File: src/rtl/apu_length_bank_pkg.sv
// apu_length_bank_pkg: shared length table, index type and channel numbering for the APU length bank
package apu_pkg;
   typedef logic [4:0] len_idx_t;
   localparam logic [7:0] LENGTH_LUT [0:31] = '{
      8'd10, 8'd254, 8'd20, 8'd2,  8'd40, 8'd4,  8'd80, 8'd6,
      8'd160, 8'd8,  8'd60, 8'd10, 8'd14, 8'd12, 8'd26, 8'd14,
      8'd12, 8'd16,  8'd24, 8'd18, 8'd48, 8'd20, 8'd96, 8'd22,
      8'd192, 8'd24, 8'd72, 8'd26, 8'd16, 8'd28, 8'd32, 8'd30
   };
   localparam int CH_PULSE1 = 0;
   localparam int CH_PULSE2 = 1;
   localparam int CH_TRI    = 2;
   localparam int CH_NOISE  = 3;
endpackage

File: src/rtl/apu_length_bank_chan.sv
// apu_length_chan: one length counter with registered halt and the write/clock ordering quirks
module apu_length_chan
   import apu_pkg::*;
#(
   parameter int CNT_W = 8
) (
   input  logic     clk,
   input  logic     rst,
   input  logic     i_halfframe,
   input  logic     i_en,
   input  logic     i_halt,
   input  logic     i_load,
   input  len_idx_t i_len_idx,
   output logic     o_active,
   output logic     o_halt_q
);
   logic [CNT_W-1:0] r_cnt;
   logic [CNT_W-1:0] w_cnt_nxt;
   logic             r_halt_q;
   logic             w_dec;
   // a decrement wins over a coincident reload; disable beats everything
   always_comb begin
      w_dec     = i_halfframe && (r_cnt != '0) && !r_halt_q;
      w_cnt_nxt = !i_en ? '0 : (i_load && !w_dec) ? CNT_W'(LENGTH_LUT[i_len_idx]) : w_dec ? r_cnt - CNT_W'(1) : r_cnt;
   end
   // counter and one-cycle-delayed halt
   always_ff @(posedge clk) begin
      if (rst) begin
         r_cnt    <= '0;
         r_halt_q <= 1'b0;
      end else begin
         r_cnt    <= w_cnt_nxt;
         r_halt_q <= i_halt;
      end
   end
   assign o_active = r_cnt != '0;
   assign o_halt_q = r_halt_q;
endmodule

File: src/rtl/apu_length_bank.sv
// apu_length_bank: per-channel NES APU length counters; APU_LENGTH_LINEAR_EN adds the triangle linear counter
module apu_length_bank
   import apu_pkg::*;
#(
   parameter int NCH    = 4,
   parameter int CNT_W  = 8,
   parameter int LIN_CH = CH_TRI
) (
   input  logic             clk,
   input  logic             rst,
   input  logic             halfframe,
   input  logic             quarterframe,
   input  logic [NCH-1:0]   en,
   input  logic [NCH-1:0]   halt,
   input  logic [NCH-1:0]   load,
   input  logic [5*NCH-1:0] len_idx,
   input  logic [6:0]       lin_reload_val,
   input  logic             lin_load,
   output logic [NCH-1:0]   active
);
   logic [NCH-1:0] w_len_act;
   logic [NCH-1:0] w_halt_q;
   for (genvar i = 0; i < NCH; i++) begin : g_ch
      apu_length_chan #(.CNT_W(CNT_W)) u_chan (
         .clk         (clk),
         .rst         (rst),
         .i_halfframe (halfframe),
         .i_en        (en[i]),
         .i_halt      (halt[i]),
         .i_load      (load[i]),
         .i_len_idx   (len_idx_t'(len_idx[5*i +: 5])),
         .o_active    (w_len_act[i]),
         .o_halt_q    (w_halt_q[i])
      );
   end
`ifdef APU_LENGTH_LINEAR_EN
   logic [6:0] r_lin;
   logic       r_lin_rf;
   logic       w_rf;
   assign w_rf = r_lin_rf | lin_load;
   // linear counter: reload or count down on quarter-frame; flag survives while control/halt is held
   always_ff @(posedge clk) begin
      if (rst) begin
         r_lin    <= '0;
         r_lin_rf <= 1'b0;
      end else if (quarterframe) begin
         r_lin    <= w_rf ? lin_reload_val : (r_lin != '0) ? r_lin - 7'd1 : r_lin;
         r_lin_rf <= lin_load | (w_rf & w_halt_q[LIN_CH]);
      end else if (lin_load) begin
         r_lin_rf <= 1'b1;
      end
   end
   // gate the linear channel's flag with its linear counter
   always_comb begin
      active         = w_len_act;
      active[LIN_CH] = w_len_act[LIN_CH] && (r_lin != '0);
   end
`else
   logic w_unused;
   assign w_unused = ^{quarterframe, lin_load, lin_reload_val, w_halt_q, 1'(LIN_CH)};
   assign active   = w_len_act;
`endif
endmodule

File: config.mk
export PLATFORM = sky130hd
export DESIGN_NAME = apu_length_bank
export DESIGN_NICKNAME = d
export VERILOG_FILES = /design/src/rtl/apu_length_bank_pkg.sv /design/src/rtl/apu_length_bank_chan.sv /design/src/rtl/apu_length_bank.sv
export SDC_FILE = /design/constraint.sdc
export NUM_CORES = 1
export LEC_CHECK = 0
export CAP_MARGIN = 20
export CELL_PAD_IN_SITES_DETAIL_PLACEMENT = 0
export CELL_PAD_IN_SITES_GLOBAL_PLACEMENT = 1
export CORE_AREA = 2 2 122 124
export CTS_CLUSTER_DIAMETER = 80
export CTS_CLUSTER_SIZE = 24
export DETAILED_ROUTE_END_ITERATION = 12
export DIE_AREA = 0 0 124 126
export PLACE_DENSITY_LB_ADDON = 0.1
export SETUP_SLACK_MARGIN = 0.05
export SKIP_CTS_REPAIR_TIMING = 1
export SLEW_MARGIN = 20
export SYNTH_ARGS = -nofsm -noshare
export SYNTH_HDL_FRONTEND = slang
export SYNTH_SLANG_ARGS = --single-unit
File: constraint.sdc
create_clock -name clk -period 2.3 [get_ports clk]
set_input_delay 0.345 -clock clk [delete_from_list [all_inputs] [get_ports clk]]
set_output_delay 0.345 -clock clk [all_outputs]
set_load 0.02 [all_outputs]
* Word level (Yosys, flattened, before mapping)
Memory sizes are Yosys's and may differ from the RTL's.
Cells that the tools add are included.
** Word-level totals
- Memories kept :: 4
- Output and inout port bits :: 4
- Bits in read-only memories :: 1024
- Logic and storage cells :: 76
- Input bits :: 44
- Flip-flop bits (word level) :: 36
** Cells by class
- Reduce and logical (&&, ||, !) cells :: 32
- Bitwise logic cells :: 8
- Multiplexer cells :: 16
- Add/sub/neg operators :: 4
- Order comparisons :: 4
** Memories
- (no name shown) :: words 32, bits a word 8, rd ports 1, clocked after Yosys merged registers in 0, write ports 0, RTL line apu_length_bank_chan.sv:24 : w_cnt_nxt = !i_en ? '0 : (i_load && !w_dec) ? CNT_W'(LENGTH_LUT[i_len_idx]) : w_dec ? r_cnt - CNT_W'(1) : r_cn ...
- (no name shown) :: words 32, bits a word 8, rd ports 1, clocked after Yosys merged registers in 0, write ports 0, RTL line apu_length_bank_chan.sv:24
- (no name shown) :: words 32, bits a word 8, rd ports 1, clocked after Yosys merged registers in 0, write ports 0, RTL line apu_length_bank_chan.sv:24
- (no name shown) :: words 32, bits a word 8, rd ports 1, clocked after Yosys merged registers in 0, write ports 0, RTL line apu_length_bank_chan.sv:24
** Operators with widths (count)
- two-way mux 8 bit :: 16
- nonzero test 8 bit :: 4
- subtractor 8 x 1 -> 8 bit (second input constant) :: 4
- greater-or-equal comparator 6 bit (second input constant) :: 4
- NOT 5 -> 6 bit :: 4
- logical AND 1 bit :: 12
- logical NOT 1 bit :: 8
- nonzero test 2 bit :: 4
- OR reduction 2 bit :: 4
- NOT 1 bit :: 4

* Depth between registers and ports, before layout
- Word-level depth :: 6
- Depth in mapped cells :: 8
- Gate-level depth less buffers :: 7

* Cells and area by module
A second synthesis with hierarchy kept.
** Unflattened totals
- Cell total of the unflattened synthesis :: 472
- Area, all modules :: 3883.7 um^2
** By module, submodules not included
- apu_length_chan at g_ch[0].u_chan ... :: cells an instance 120, seq. area each 180.2 um^2, area each 982.2 um^2, times used 3
- apu_length_chan at g_ch[3].u_chan :: cells an instance 112, seq. area each 180.2 um^2, area each 937.1 um^2, times used 1

* Worst setup path after synthesis
Ideal clock, no wire load.
- Path kind :: reg-to-reg
- From :: register g_ch[3].u_chan.r_cnt[0]
- To :: register g_ch[3].u_chan.r_cnt[7]
- Buffers on the path :: 1
- Arrival :: 2.007 ns
- Setup slack :: 0.226 ns
- Cell stages (with the launch flop) :: 9
- Clock period less this slack :: 2.074 ns
- Data required time :: 2.233 ns
- Library setup time :: 0.067 ns
- Cells stage by stage :: dfxtp_1 > inv_1 > ha_1 > or4b_1 > buf_2 > o41ai_4 > nand2_2 > o32a_1 > a21oi_2
** On the way
- Cells in the longest elaborated chain, start to end :: 6
- Elaborated cells on any way between the ends :: 9
- Those cells by class :: 1 x add/sub; 2 x mux; 6 x reduce/logical
** RTL lines
- start, declared :: RTL line apu_length_bank_chan.sv:17 : logic [CNT_W-1:0] r_cnt;
- start signal, assigned :: RTL line apu_length_bank_chan.sv:32 : r_cnt <= w_cnt_nxt;
- parallel branches: the longest is 6 deep, another holds subtractor 8 x 1 -> 8 bit
Several ways; the timed one is not identified. The select of a mux whose other input is x is not followed.
A chain may end at the register's enable or synchronous reset.

* Worst setup path after layout
Same ends and word-level chain as after synthesis.

==> impl_metrics.sql <==
INSERT INTO impl_metrics (metric_group, metric, value, unit) VALUES
('run_status', 'run_status', 'complete, no violations', ''),
('yosys', 'synth-edff-count', '0', ''),
('clocking', 'cts_max_path_buffers', '2', ''),
('timing', 'report.final.setup_viol', '0', ''),
('worst_setup_path', 'timing.critical_path.arrival', '2400', 'ps'),
('floorplan', 'starting_density', '24.5', '%'),
('grt', 'grt_pass1_wl', '16.9', 'mm'),
('yosys', 'yosysMostFrequentCell', 'sky130_fd_sc_hd__a21oi_1', ''),
('worst_setup_path', 'max_stage_delay', '500', 'ps'),
('timing', 'timing.fmax', '0.456', 'GHz'),
('worst_setup_path', 'regToRegStartpoint', 'g_ch[3].u_chan.r_cnt[0]$_SDFFE_PP0P_', ''),
('worst_setup_path', 'cp_num_buf_inv', '2', ''),
('yosys', 'yosysTopAreaCell', 'sky130_fd_sc_hd__dfxtp_1', ''),
('timing', 'max_slew.worst_pin.slew', '566', 'ps'),
('floorplan', 'die_height', '126', 'microns'),
('worst_setup_path', 'crit_path_cell_trace', 'inv_2, ha_1, or4b_4, buf_6, o41ai_4, nand2_2, o32a_1, a21oi_2', ''),
('worst_setup_path', 'reg2reg_depth', '8', ''),
('power_and_ir_drop', 'vdd_drop_max', '0.000287', 'V'),
('worst_setup_path', 'cp_endpoint_kind', 'flip-flop', ''),
('worst_hold_path', 'timing.hold.worst.start', 'g_ch[2].u_chan.r_cnt[7]$_SDFFE_PP0P_', ''),
('timing', 'report.final.slew_viol_count', '0', ''),
('drt', 'wl_per_cell', '13.7', 'microns'),
('floorplan', 'io-pin-count', '48', ''),
('worst_setup_path', 'timing.critical_path.fanout_max', '7', ''),
('finish', 'final_net_count', '611', ''),
('place', 'numPortBuffers', '38', ''),
('drt', 'drc', '0', ''),
('worst_setup_path', 'critical_path.reg2reg.endpoint', 'g_ch[3].u_chan.r_cnt[7]$_SDFFE_PP0P_', ''),
('worst_setup_path', 'crit_required', '2510', 'ps'),
('power_and_ir_drop', 'switching_power', '0.772', 'mW'),
('grt', 'grt_antenna_before_repair', '0', ''),
('finish', 'fillCellCount', '1588', ''),
('worst_hold_path', 'whs_endpoint', 'g_ch[2].u_chan.r_cnt[7]$_SDFFE_PP0P_', ''),
('yosys', 'syn-instance-count', '473', ''),
('grt', 'largest_net_degree_at_the_start_of_global_routing', '15', ''),
('finish', 'final_instance_count_without_filler_cells', '720', ''),
('worst_setup_path', 'critical_path_class', 'flip-flop to flip-flop', ''),
('yosys', 'synth_area_per_cell', '7.40', 'sq um'),
('yosys', 'yosysWarnings', '0', ''),
('clocking', 'h_tree_depth', '2', ''),
('floorplan', 'fp.dieW', '124', 'microns'),
('power_and_ir_drop', 'total_leakage_power', '1.81', 'nW'),
('worst_hold_path', 'worstHoldPathCells', '2', ''),
('clocking', 'number_of_cts_inserted_buffers', '5', ''),
('clocking', 'worst_skew_pair.late_latency', '270', 'ps'),
('place', 'placedCellCount', '708', ''),
('timing', 'slew-limit-headroom', '62.2', '%'),
('clocking', 'path_clk_slew', '60', 'ps'),
('clocking', 'ctsRootBufferMaster', 'sky130_fd_sc_hd__clkbuf_16', ''),
('power_and_ir_drop', 'netSwitchingFraction', '33.8', '%'),
('timing', 'final.min_clock_period', '2190', 'ps'),
('clocking', 'cts_tree', 'done', ''),
('floorplan', 'die-area', '15600', 'sq um'),
('timing', 'fin_crit_sh', '95.4', '%'),
('drt', 'detail_route.wirelength', '9.89', 'mm'),
('power_and_ir_drop', 'proportion_of_power_drawn_by_flip_flops_and_latches', '31.2', '%'),
('clocking', 'cts_sinks', '36', ''),
('place', 'globalplace.congestion', '0.767', ''),
('yosys', 'syn-num-nets', '549', ''),
('drt', 'via_count', '3635', ''),
('yosys', 'top_cells_by_area_in_the_synthesized_netlist', 'sky130_fd_sc_hd__dfxtp_1, sky130_fd_sc_hd__ha_1, sky130_fd_sc_hd__a21oi_1, sky130_fd_sc_hd__o21ai_0, sky130_fd_sc_hd__nand2b_1', ''),
('timing', 'hold_violations', '0', ''),
('worst_setup_path', 'crit_start', 'g_ch[3].u_chan.r_cnt[0]$_SDFFE_PP0P_', ''),
('yosys', 'post-synth-top-area-fraction', '20.6', '%'),
('power_and_ir_drop', 'totalPowerFinal', '2.28', 'mW'),
('floorplan', 'std_cell_core_area', '14300', 'sq um'),
('drt', 'drt_iter0_markers', '239', ''),
('timing', 'rsz0062_at_grt', 'true', ''),
('drt', 'final_antenna_net_count', '0', ''),
('worst_setup_path', 'worst-r2r-setup-slack', '110', 'ps'),
('worst_setup_path', 'critPathTopFamily', 'compound AO/OA/AOI/OAI gates', '');
-- cell usage in the layout (no fill, tap or decap), types with 10 or more instances in the layout --
master,instances
sky130_fd_sc_hd__o21ai_0,27
sky130_fd_sc_hd__a211oi_1,10
sky130_fd_sc_hd__a21oi_1,42
sky130_fd_sc_hd__clkdlybuf4s50_1,34
sky130_fd_sc_hd__ha_1,32
sky130_fd_sc_hd__a31oi_1,12
sky130_fd_sc_hd__nand2_1,33
sky130_fd_sc_hd__nand3_1,18
sky130_fd_sc_hd__buf_4,48
sky130_fd_sc_hd__mux2i_1,10
sky130_fd_sc_hd__nor2_1,31
sky130_fd_sc_hd__nor3_1,19
sky130_fd_sc_hd__nand2b_1,21
sky130_fd_sc_hd__dfxtp_1,34
sky130_fd_sc_hd__nor2b_1,16
sky130_fd_sc_hd__inv_1,26
-- how the worst max path moves through the flow --
| stage | end | slack, ps | cells after the start |
|---|---|---|---|
| 2_1_floorplan | g_ch[3].u_chan.r_cnt[7]$_SDFFE_PP0P_ | 230 | 8 |
| 3_3_place_gp | g_ch[3].u_chan.r_cnt[7]$_SDFFE_PP0P_ | 50 | 8 |
| 3_5_place_dp | g_ch[3].u_chan.r_cnt[7]$_SDFFE_PP0P_ | 5 | 8 |
| 4_1_cts | active[3] | -240 | 6 |
| 5_1_grt | g_ch[3].u_chan.r_cnt[7]$_SDFFE_PP0P_ | -50 | 8 |
| 6_report | g_ch[3].u_chan.r_cnt[7]$_SDFFE_PP0P_ | 110 | 8 |
-- routing by layer --
layer	share of wire (%)	global-route usage, %	wire length (microns)
met5	0	0	0
met4	0.48	1.98	47
met3	2.6	1.63	258
met2	49	22.0	4810
met1	48	18.3	4770
-- power groups by stage --
stage	clock [mW]	sequential (mW)	combinational [mW]
floorplan	0	0.707	0.569
global placement	0	0.723	0.868
detailed placement	0	0.723	0.865
CTS	0.717	0.709	0.869
global route	0.746	0.718	0.989
finish	0.693	0.712	0.878
-- kinds of logic after synthesis --
family          after synthesis  share of synthesized area, %
flops                        36                          20.6
fa+ha+maj                    32                          11.4
simple gates                171                          25.6
compound gates              155                          30.0
xor+xnor                      5                          1.25
mux                          14                          4.15
buf+inv                      60                          6.93
-- worst register-to-register path, stage by stage, from the launching register on --
cell and delay [ps]:
sky130_fd_sc_hd__dfxtp_2 330, sky130_fd_sc_hd__inv_2 60, sky130_fd_sc_hd__ha_1 120, sky130_fd_sc_hd__or4b_4 500
sky130_fd_sc_hd__buf_6 150, sky130_fd_sc_hd__o41ai_4 310, sky130_fd_sc_hd__nand2_2 160, sky130_fd_sc_hd__o32a_1 390
sky130_fd_sc_hd__a21oi_2 100
-- final cells by class --
cell class	instances	area [sq um]	share of cell area, %
Clock buffer	6	139	3.07
Tap cell	184	230	5.08
Multi-Input combinational cell	377	2560	56.5
Sequential cell	36	723	16.0
Inverter	28	105	2.32
Timing Repair Buffer	87	762	16.8
Clock inverter	2	10.0	0.221
-- state kept, by name, indices dropped and copies added, names as in the netlist --
register and cells:
g_ch.u_chan.r_cnt 32, g_ch.u_chan.o_halt_q 4
-- through the flow --
stage          area [sq um]  setup WS (ps)  setup TNS (ps)  utilization [%]
6_report               4530            106               0             31.6
5_1_grt                4530          -54.1           -72.8             31.6
4_1_cts                4460           -244            -475             31.2
3_5_place_dp           4310           4.65               0             30.1
3_3_place_gp           4310           45.6               0             30.1
2_1_floorplan          3500            226               0                -
Power figures use the tool's default switching activity.
